==> config.mk <==
export PLATFORM = sky130hd
export DESIGN_NAME = pipe_credit_buffer
export DESIGN_NICKNAME = d
export VERILOG_FILES = /design/src/rtl/pipe_credit_buffer_pkg.sv /design/src/rtl/pipe_credit_buffer_fifo.sv /design/src/rtl/pipe_credit_buffer.sv
export SDC_FILE = /design/constraint.sdc
export NUM_CORES = 1
export LEC_CHECK = 0
export CORE_MARGIN = 3
export CORE_UTILIZATION = 45
export CTS_CLUSTER_DIAMETER = 200
export CTS_CLUSTER_SIZE = 10
export DETAILED_ROUTE_END_ITERATION = 16
export GPL_ROUTABILITY_DRIVEN = 0
export PLACE_DENSITY_LB_ADDON = 0.2
export SKIP_CTS_REPAIR_TIMING = 1
export SYNTH_ARGS = -nofsm -noshare
export SYNTH_HDL_FRONTEND = slang
export SYNTH_HIERARCHICAL = 1
export SYNTH_SLANG_ARGS = --single-unit
==> constraint.sdc <==
create_clock -name i_clk -period 4.39 [get_ports i_clk]
set_clock_uncertainty 0.15 [all_clocks]
set_input_delay 0.6585 -clock i_clk [delete_from_list [all_inputs] [get_ports i_clk]]
set_output_delay 0.6585 -clock i_clk [all_outputs]
set_load 0.03 [all_outputs]
==> src/rtl/pipe_credit_buffer_pkg.sv <==
// Shared defaults and helpers for the credit-gated elastic output stage.
package pipe_credit_buffer_pkg;

   localparam int PCB_BITS_DEF  = 16;
   localparam int PCB_DEPTH_DEF = 8;

   // Pointer width for a DEPTH-entry ring; never zero so DEPTH=1 still has a legal index.
   function automatic int ptr_w(input int depth);
      return (depth > 1) ? $clog2(depth) : 1;
   endfunction

endpackage

==> src/rtl/pipe_credit_buffer_fifo.sv <==
// Synchronous FIFO core: storage, wrapping pointers and occupancy for any DEPTH >= 1.
// The caller qualifies i_push/i_pop (no push when full without a pop, no pop when empty).
module sync_fifo_core
   import pipe_credit_buffer_pkg::*;
#(
   parameter  int BITS  = PCB_BITS_DEF,
   parameter  int DEPTH = PCB_DEPTH_DEF,
   localparam int CW    = $clog2(DEPTH + 1),
   localparam int PW    = ptr_w(DEPTH)
) (
   input  logic            i_clk,
   input  logic            i_rst_n,
   input  logic            i_push,
   input  logic [BITS-1:0] i_data,
   input  logic            i_pop,
   output logic [BITS-1:0] o_data,
   output logic [CW-1:0]   o_occ,
   output logic            o_full,
   output logic            o_empty
);

   logic [BITS-1:0] mem_q [DEPTH];
   logic [PW-1:0]   wr_ptr_q, wr_ptr_d;
   logic [PW-1:0]   rd_ptr_q, rd_ptr_d;
   logic [CW-1:0]   occ_q, occ_d;

   // Explicit wrap at DEPTH-1 so non-power-of-two depths never touch unused indices.
   function automatic logic [PW-1:0] ptr_next(input logic [PW-1:0] p);
      return (p == PW'(DEPTH - 1)) ? '0 : p + 1'b1;
   endfunction

   // Next-state for pointers and occupancy; simultaneous push and pop leaves occupancy alone.
   always_comb begin
      wr_ptr_d = wr_ptr_q;
      rd_ptr_d = rd_ptr_q;
      occ_d    = occ_q;
      if (i_push) wr_ptr_d = ptr_next(wr_ptr_q);
      if (i_pop)  rd_ptr_d = ptr_next(rd_ptr_q);
      case ({i_push, i_pop})
         2'b10:   occ_d = occ_q + CW'(1);
         2'b01:   occ_d = occ_q - CW'(1);
         default: occ_d = occ_q;
      endcase
   end

   // Control state register; storage below is deliberately left out of reset.
   always_ff @(posedge i_clk) begin
      if (!i_rst_n) begin
         wr_ptr_q <= '0;
         rd_ptr_q <= '0;
         occ_q    <= '0;
      end else begin
         wr_ptr_q <= wr_ptr_d;
         rd_ptr_q <= rd_ptr_d;
         occ_q    <= occ_d;
      end
   end

   // Storage write.
   always_ff @(posedge i_clk) begin
      if (i_push) mem_q[wr_ptr_q] <= i_data;
   end

   assign o_data  = mem_q[rd_ptr_q];
   assign o_occ   = occ_q;
   assign o_full  = (occ_q == CW'(DEPTH));
   assign o_empty = (occ_q == '0);

endmodule

==> src/rtl/pipe_credit_buffer.sv <==
// Credit-gated elastic stage behind a non-stalling pipeline: an issue is allowed only
// when the words already buffered plus those still in flight leave a free FIFO slot.
module pipe_credit_buffer
   import pipe_credit_buffer_pkg::*;
#(
   parameter  int BITS  = PCB_BITS_DEF,
   parameter  int DEPTH = PCB_DEPTH_DEF,
   localparam int CW    = $clog2(DEPTH + 1)
) (
   input  logic            i_clk,
   input  logic            i_rst_n,
   input  logic            i_in_valid,
   output logic            o_in_ready,
   output logic            o_issue,
   input  logic            i_pipe_valid,
   input  logic [BITS-1:0] i_pipe_data,
   output logic            o_out_valid,
   output logic [BITS-1:0] o_out_data,
   input  logic            i_out_ready,
   output logic [CW-1:0]   o_occ,
   output logic            o_err
);

   logic [CW-1:0] inflight_q, inflight_d;
   logic          err_q, err_d;
   logic [CW-1:0] occ;
   logic [CW:0]   credit_used;
   logic          full, empty, pop, push, ret, spurious, overflow;

   // Credit check uses registered counts only, so a pop frees its credit one cycle later.
   assign credit_used = {1'b0, occ} + {1'b0, inflight_q};
   assign o_in_ready  = (credit_used < (CW+1)'(DEPTH));
   assign o_issue     = i_in_valid & o_in_ready;

   assign o_out_valid = ~empty;
   assign pop         = o_out_valid & i_out_ready;

   // A return with nothing in flight is dropped; a return into a full FIFO without a pop
   // still consumes its credit but the word is lost.
   assign spurious    = i_pipe_valid & (inflight_q == '0);
   assign ret         = i_pipe_valid & ~spurious;
   assign overflow    = ret & full & ~pop;
   assign push        = ret & ~overflow;

   sync_fifo_core #(
      .BITS  (BITS),
      .DEPTH (DEPTH)
   ) u_fifo (
      .i_clk   (i_clk),
      .i_rst_n (i_rst_n),
      .i_push  (push),
      .i_data  (i_pipe_data),
      .i_pop   (pop),
      .o_data  (o_out_data),
      .o_occ   (occ),
      .o_full  (full),
      .o_empty (empty)
   );

   // In-flight count and sticky error next-state.
   always_comb begin
      inflight_d = inflight_q;
      err_d      = err_q | spurious | overflow;
      case ({o_issue, ret})
         2'b10:   inflight_d = inflight_q + CW'(1);
         2'b01:   inflight_d = inflight_q - CW'(1);
         default: inflight_d = inflight_q;
      endcase
   end

   // Control registers; reset forgets every outstanding credit.
   always_ff @(posedge i_clk) begin
      if (!i_rst_n) begin
         inflight_q <= '0;
         err_q      <= 1'b0;
      end else begin
         inflight_q <= inflight_d;
         err_q      <= err_d;
      end
   end

   assign o_occ = occ;
   assign o_err = err_q;

endmodule

==> results of run 1 <==
[critical path, cell delays in order (launching register included)]
cell and delay [ns]:
dfxtp_2 0.68, buf_12 0.25, mux4_1 0.59, mux2_2 0.28, clkdlybuf4s50_1 0.59
[path summary, 6_finish.rpt]
kind                   start             to  slack [ns]  depth (start not counted)
max                flip-flop  o_out_data[6]        0.77                          4
min                    o_err          o_err        0.34                          1
max reg2reg  u_fifo/o_occ[1]  inflight_q[3]        1.28                         10
min reg2reg            o_err          o_err        0.34                          1
[power breakdown]
| group | internal (mW) | switching [mW] | leakage, nW |
|---|---|---|---|
| registers | 1.64 | 0.104 | 1.30 |
| clock network | 0.916 | 0.507 | 0.292 |
| logic | 0.658 | 0.659 | 0.900 |
| total | 3.22 | 1.27 | 2.49 |
[layout by cell type (no fill, tap or decap), drive strengths merged, types with 4 or more instances in the layout]
| master | count |
|---|---|
| nor2b | 6 |
| nand2 | 10 |
| inv | 7 |
| buf | 13 |
| mux2 | 17 |
| ha | 13 |
| dfxtp | 18 |
| and2 | 8 |
| mux2i | 7 |
| clkbuf | 21 |
| o21ai | 4 |
| clkdlybuf4s50 | 44 |
| nand2b | 6 |
| edfxtp | 128 |
| mux4 | 32 |
| nor2 | 8 |
| clkinv | 6 |
[flip-flops by register name, summed over array words and instances, names as in the netlist, named ones only]
name and count:
u_fifo/mem_q 128, inflight_q 4, u_fifo/o_occ 4, u_fifo/rd_ptr_q 3
u_fifo/wr_ptr_q 3, o_err 1
[cells by family (layout without fill, tap and decap cells)]
family	count (synthesis)	count (layout)	share of synthesized area, %
simple gates	47	47	4.39
flops	146	146	69.9
compound gates	16	16	2.14
fa+ha+maj	14	14	3.04
xor+xnor	5	5	0.728
mux	56	56	18.1
buf+inv	19	96	1.73
[cell type report]
| type | instances | area, µm² |
|---|---|---|
| fillers | 983 | 5520 |
| flip-flops and latches | 146 | 4210 |
| multi-input cells | 138 | 1720 |
| repair buffers | 57 | 551 |
| clock buffers | 21 | 460 |
| well taps | 172 | 215 |
| clock inverters | 11 | 135 |
| inverters | 7 | 26.3 |
[stage by stage]
| stage | cells | util, % | setup slack, ns |
|---|---|---|---|
| floorplan | 303 | - | 1.07 |
| global placement | 520 | 52.4 | 0.900 |
| detailed placement | 520 | 52.4 | 0.810 |
| CTS | 552 | 57.0 | 0.688 |
| global route | 552 | 57.0 | 0.628 |
| finish | 552 | 57.0 | 0.773 |
[per-layer routing]
metal / vias up / global-route usage [%]
li1: 1368 / -
met1: 1453 / 20.6
met2: 59 / 24.3
met3: 10 / 4.83
met4: 0 / 6.51
met5: - / 0
==> results by group, run 1 <==
Outcome
  – Status: complete, no violations

Clock tree
  – Clock Sinks: 146
  – Clk buf depth: 2
  – Root buffer cell: clkbuf_16
  – Clock transition at path regs: 0.05 ns
  – CTS Buf Count: 17
  – CTS tree: done
  – Clk Latency, worst-skew pair: 0.41 ns
  – CTS H-Tree Depth: 4

Logic synthesis
  – Post-synth EDFFs: 128
  – Synth area leaders: edfxtp_1 64%, mux4_1 12%, dfxtp_1 6.0%
  – Ys flop type: edfxtp_1
  – Count leader, synth: edfxtp_1
  – Asr flop ratio synth: 0%
  – Commonest cells post-synth: 128 x edfxtp_1, 28 x mux4_1, 18 x dfxtp_1
  – Mapped Nets: 338
  – Synth area leader: edfxtp_1
  – Seq cells post-synth: 146
  – Synth top area share: 63.9%
  – Syn avg cell area: 19.8 µm²
  – Synth cell types: 40
  – Syn. warnings: 6
  – Seq/Total Area, Yosys: 69.9%
  – Synth Instances: 303
  – Synth Cell Area: 0.00601 mm²

Floorplan
  – I/O pin cnt: 45
  – Starting density of the core: 46.9%
  – Die extent in y: 122 µm
  – CORE AREA: 0.0128 mm²
  – # rows: 41
  – Die ar.: 0.0148 mm²
  – Chip Width: 122 µm

Drt
  – Max layer used: met4
  – DRC violations left: 0
  – Post-DRT Antenna Nets: 0
  – Met3 routed WL: 514 µm
  – Final WL: 10.4 mm
  – Met1 wire length: 4.61 mm
  – Wire per inst: 18.8 µm
  – Drt via density: 5.24
  – Total number of vias: 2890
  – DRT Pass-1 Iters: 4
  – Met2 Routed Length: 5.12 mm
  – Drt initial violations: 222

Final layout
  – Fin area: 0.00731 mm²
  – Layout cell share with drive strength beyond 1: 19.5%
  – N_diodes: 0
  – Final nets: 402
  – P&R area growth vs syn: 21.5%

Critical path
  – Crit path DAT: 2.81 ns
  – Endpoint type of the worst setup path: primary output
  – Worst Path Required: 3.58 ns
  – Setup crit start kind: flip-flop
  – Critical path class: flip-flop to primary output
  – Crit-path max FO: 17

STA
  – Period minus WS final: 3.62 ns
  – Crit share post-route: 82.4%
  – Worst-Margin Slew: 0.950 ns
  – Max-slew violation count: 0
  – Hold WS: 0.341 ns
  – Fmax achieved: 0.277 GHz
  – Setup TNS Final: 0 ns
  – Max-slew headroom: 36.6%
  – Setup-failing EPs final: 0
  – Final Hold Viols: 0
  – RSZ-0062 raised after global routing: no

Global routing
  – Global-route wire length before repair: 16.8 mm
  – Overall Global Routing Usage: 15.6%
  – Largest net degree at the start of global routing: 33
  – Grt ovf: 0
  – Initial antenna violation count: 0
  – Vias in the first global route: 3017

Pwr
  – VDD IR-drop max: 409 µV
  – Pwr Total: 4.49 mW
  – Ratio of total power to cell area: 614 mW/mm²
  – Leak Pwr: 2.49 nW

Placement
  – Post-placement cell area: 0.00671 mm²
  – DP HPWL: 6.15 mm
  – Port Buf Inserts: 44

Job
  – Maxcap violations: 0

Worst hold path
  – HP Class: flip-flop to flip-flop
(Power assumes the default switching activity.)
==> inputs of run 2 (changes only) <==
- clock period: 4.39 -> 3.3 ns (I/O delays scaled with it)
==> results by group, run 2 (synthesis gave the netlist of run 1 again) <==
Final layout
  – Layout cell share with drive strength beyond 1: 17.1%
  – Number of flip-flops in the largest register: 128
  – Top reg by flops: u_fifo/mem_q
  – Final nets: 406
  – Fin util: 56.2%
  – P&R area growth vs syn: 19.9%
  – Most common cell after layout, fill and taps aside: edfxtp_1
  – N_diodes: 0
  – Most frequent cells in the layout: 128 x edfxtp_1, 44 x clkdlybuf4s50_1, 28 x mux4_1

Drt
  – Drt initial violations: 183
  – Total number of vias: 2914
  – Wire per inst: 18.8 µm
  – Final WL: 10.4 mm
  – Post-DRT Antenna Nets: 0
  – DRT Pass-1 Iters: 4
  – DRC violations left: 0
  – Drt via density: 5.28

STA
  – Worst-Margin Slew: 0.555 ns
  – Crit share post-route: 96.0%
  – Final Hold Viols: 0
  – Setup-failing EPs final: 0
  – RSZ-0062 raised after global routing: no
  – Max-slew headroom: 62.9%
  – Period minus WS final: 3.17 ns
  – Hold WS: 0.331 ns
  – Fmax achieved: 0.316 GHz
  – Setup TNS Final: 0 ns
  – Max-slew violation count: 0

Clock tree
  – CTS tree: done
  – Clk buf depth: 2
  – CTS H-Tree Depth: 4
  – CTS Buf Count: 17
  – Clock Sinks: 146
  – Clk Latency, worst-skew pair: 0.41 ns
  – Root buffer cell: clkbuf_16
  – Clock transition at path regs: 0.05 ns

Global routing
  – GRT met3 Usage: 5.39%
  – Global-route wire length before repair: 16.4 mm
  – Met2 track demand over resource: 24.7%
  – Vias in the first global route: 3144
  – Grt met1 use: 19.0%
  – Grt ovf: 0
  – Global route hottest layer: met2
  – Initial antenna violation count: 0
  – Overall Global Routing Usage: 15.3%
  – Largest net degree at the start of global routing: 33

Critical path
  – CP max-delay cell: clkdlybuf4s50_1
  – Crit-path max cell delay: 0.66 ns
  – FF-to-FF path depth: 10
  – Worst R2R End: inflight_q[3]
  – Endpoint type of the worst setup path: primary output
  – CP Cell Sequence: ha_1, a31o_1, a2111oi_4, nand2_2, inv_2, clkdlybuf4s50_1
  – Crit path max-delay family: buffers and inverters
  – Buf/Inv on CP: 2
  – Register-to-register setup slack: 0.34 ns
  – RR Startpoint: inflight_q[1]
  – Crit path DAT: 2.52 ns
  – Critical path class: flip-flop to primary output
  – Worst Path Required: 2.65 ns
  – Crit-path max FO: 5
  – Setup crit start kind: flip-flop

Worst hold path
  – Hold path startpoint: o_err
  – Hold endpoint: o_err
  – Hold Path Cell Cnt: 1
  – HP Class: flip-flop to flip-flop

Floorplan
  – # rows: 41
  – Starting density of the core: 46.9%
  – Die extent in y: 122 µm
  – I/O pin cnt: 45
  – CORE AREA: 0.0128 mm²
  – Die ar.: 0.0148 mm²
  – Chip Width: 122 µm

Pwr
  – VDD IR-drop max: 443 µV
  – Leak Pwr: 2.45 nW
  – Ratio of total power to cell area: 786 mW/mm²

Placement
  – DP HPWL: 6.22 mm
  – Port Buf Inserts: 44

Job
  – Maxcap violations: 0

Outcome
  – Status: complete, no violations
## run 2: changes by cell type in the layout (fill, tap and decap cells not counted), sizes merged
| cell | previous run | this run |
|---|---|---|
| clkinvlp | 2 | 0 |
| clkbuf | 21 | 25 |
| clkinv | 6 | 3 |
| buf | 13 | 17 |
| bufinv | 3 | 0 |
## run 2: where the power goes
group | leakage, nW | total (mW) | internal [mW] | switching [mW]
combinational | 0.921 | 1.83 | 0.896 | 0.938
clock | 0.224 | 1.55 | 0.933 | 0.617
sequential | 1.30 | 2.28 | 2.19 | 0.0922
total | 2.45 | 5.66 | 4.02 | 1.65
## run 2: how the worst max path moves through the flow
stage | slack (ns) | from | to | cells after the start
4_1_cts | 0.1 | inflight_q[1] | o_issue | 6
3_5_place_dp | 0.25 | i_out_ready | u_fifo/o_occ[2] | 12
3_3_place_gp | 0.34 | i_out_ready | u_fifo/o_occ[2] | 12
5_1_grt | 0.02 | inflight_q[1] | o_issue | 6
2_1_floorplan | 0.02 | u_fifo/o_occ[1] | inflight_q[3] | 10
6_report | 0.13 | inflight_q[1] | o_issue | 6
## run 2: area by class of cell
cell class	count	area (µm²)
clock buffers	25	455
inverters	7	26.3
well taps	172	215
clock inverters	3	11.3
flip-flops and latches	146	4210
fillers	981	5610
repair buffers	61	581
multi-input cells	138	1720
## run 2: stage by stage
| step | instance area, µm² | cells | setup WS (ns) | total power, mW |
|---|---|---|---|---|
| after floorplan | 6020 | 303 | 0.0206 | 3.60 |
| after global placement | 6740 | 524 | 0.339 | 4.14 |
| after detailed placement | 6740 | 524 | 0.251 | 4.17 |
| after CTS | 7210 | 552 | 0.0996 | 5.74 |
| after global routing | 7210 | 552 | 0.0157 | 5.95 |
| final | 7210 | 552 | 0.132 | 5.66 |
## run 2: routing by layer
metal | vias to the layer above | part of all wire [%]
li1 | 1369 | -
met1 | 1482 | 44
met2 | 53 | 50
met3 | 10 | 4.6
met4 | 0 | 1.2
met5 | - | 0
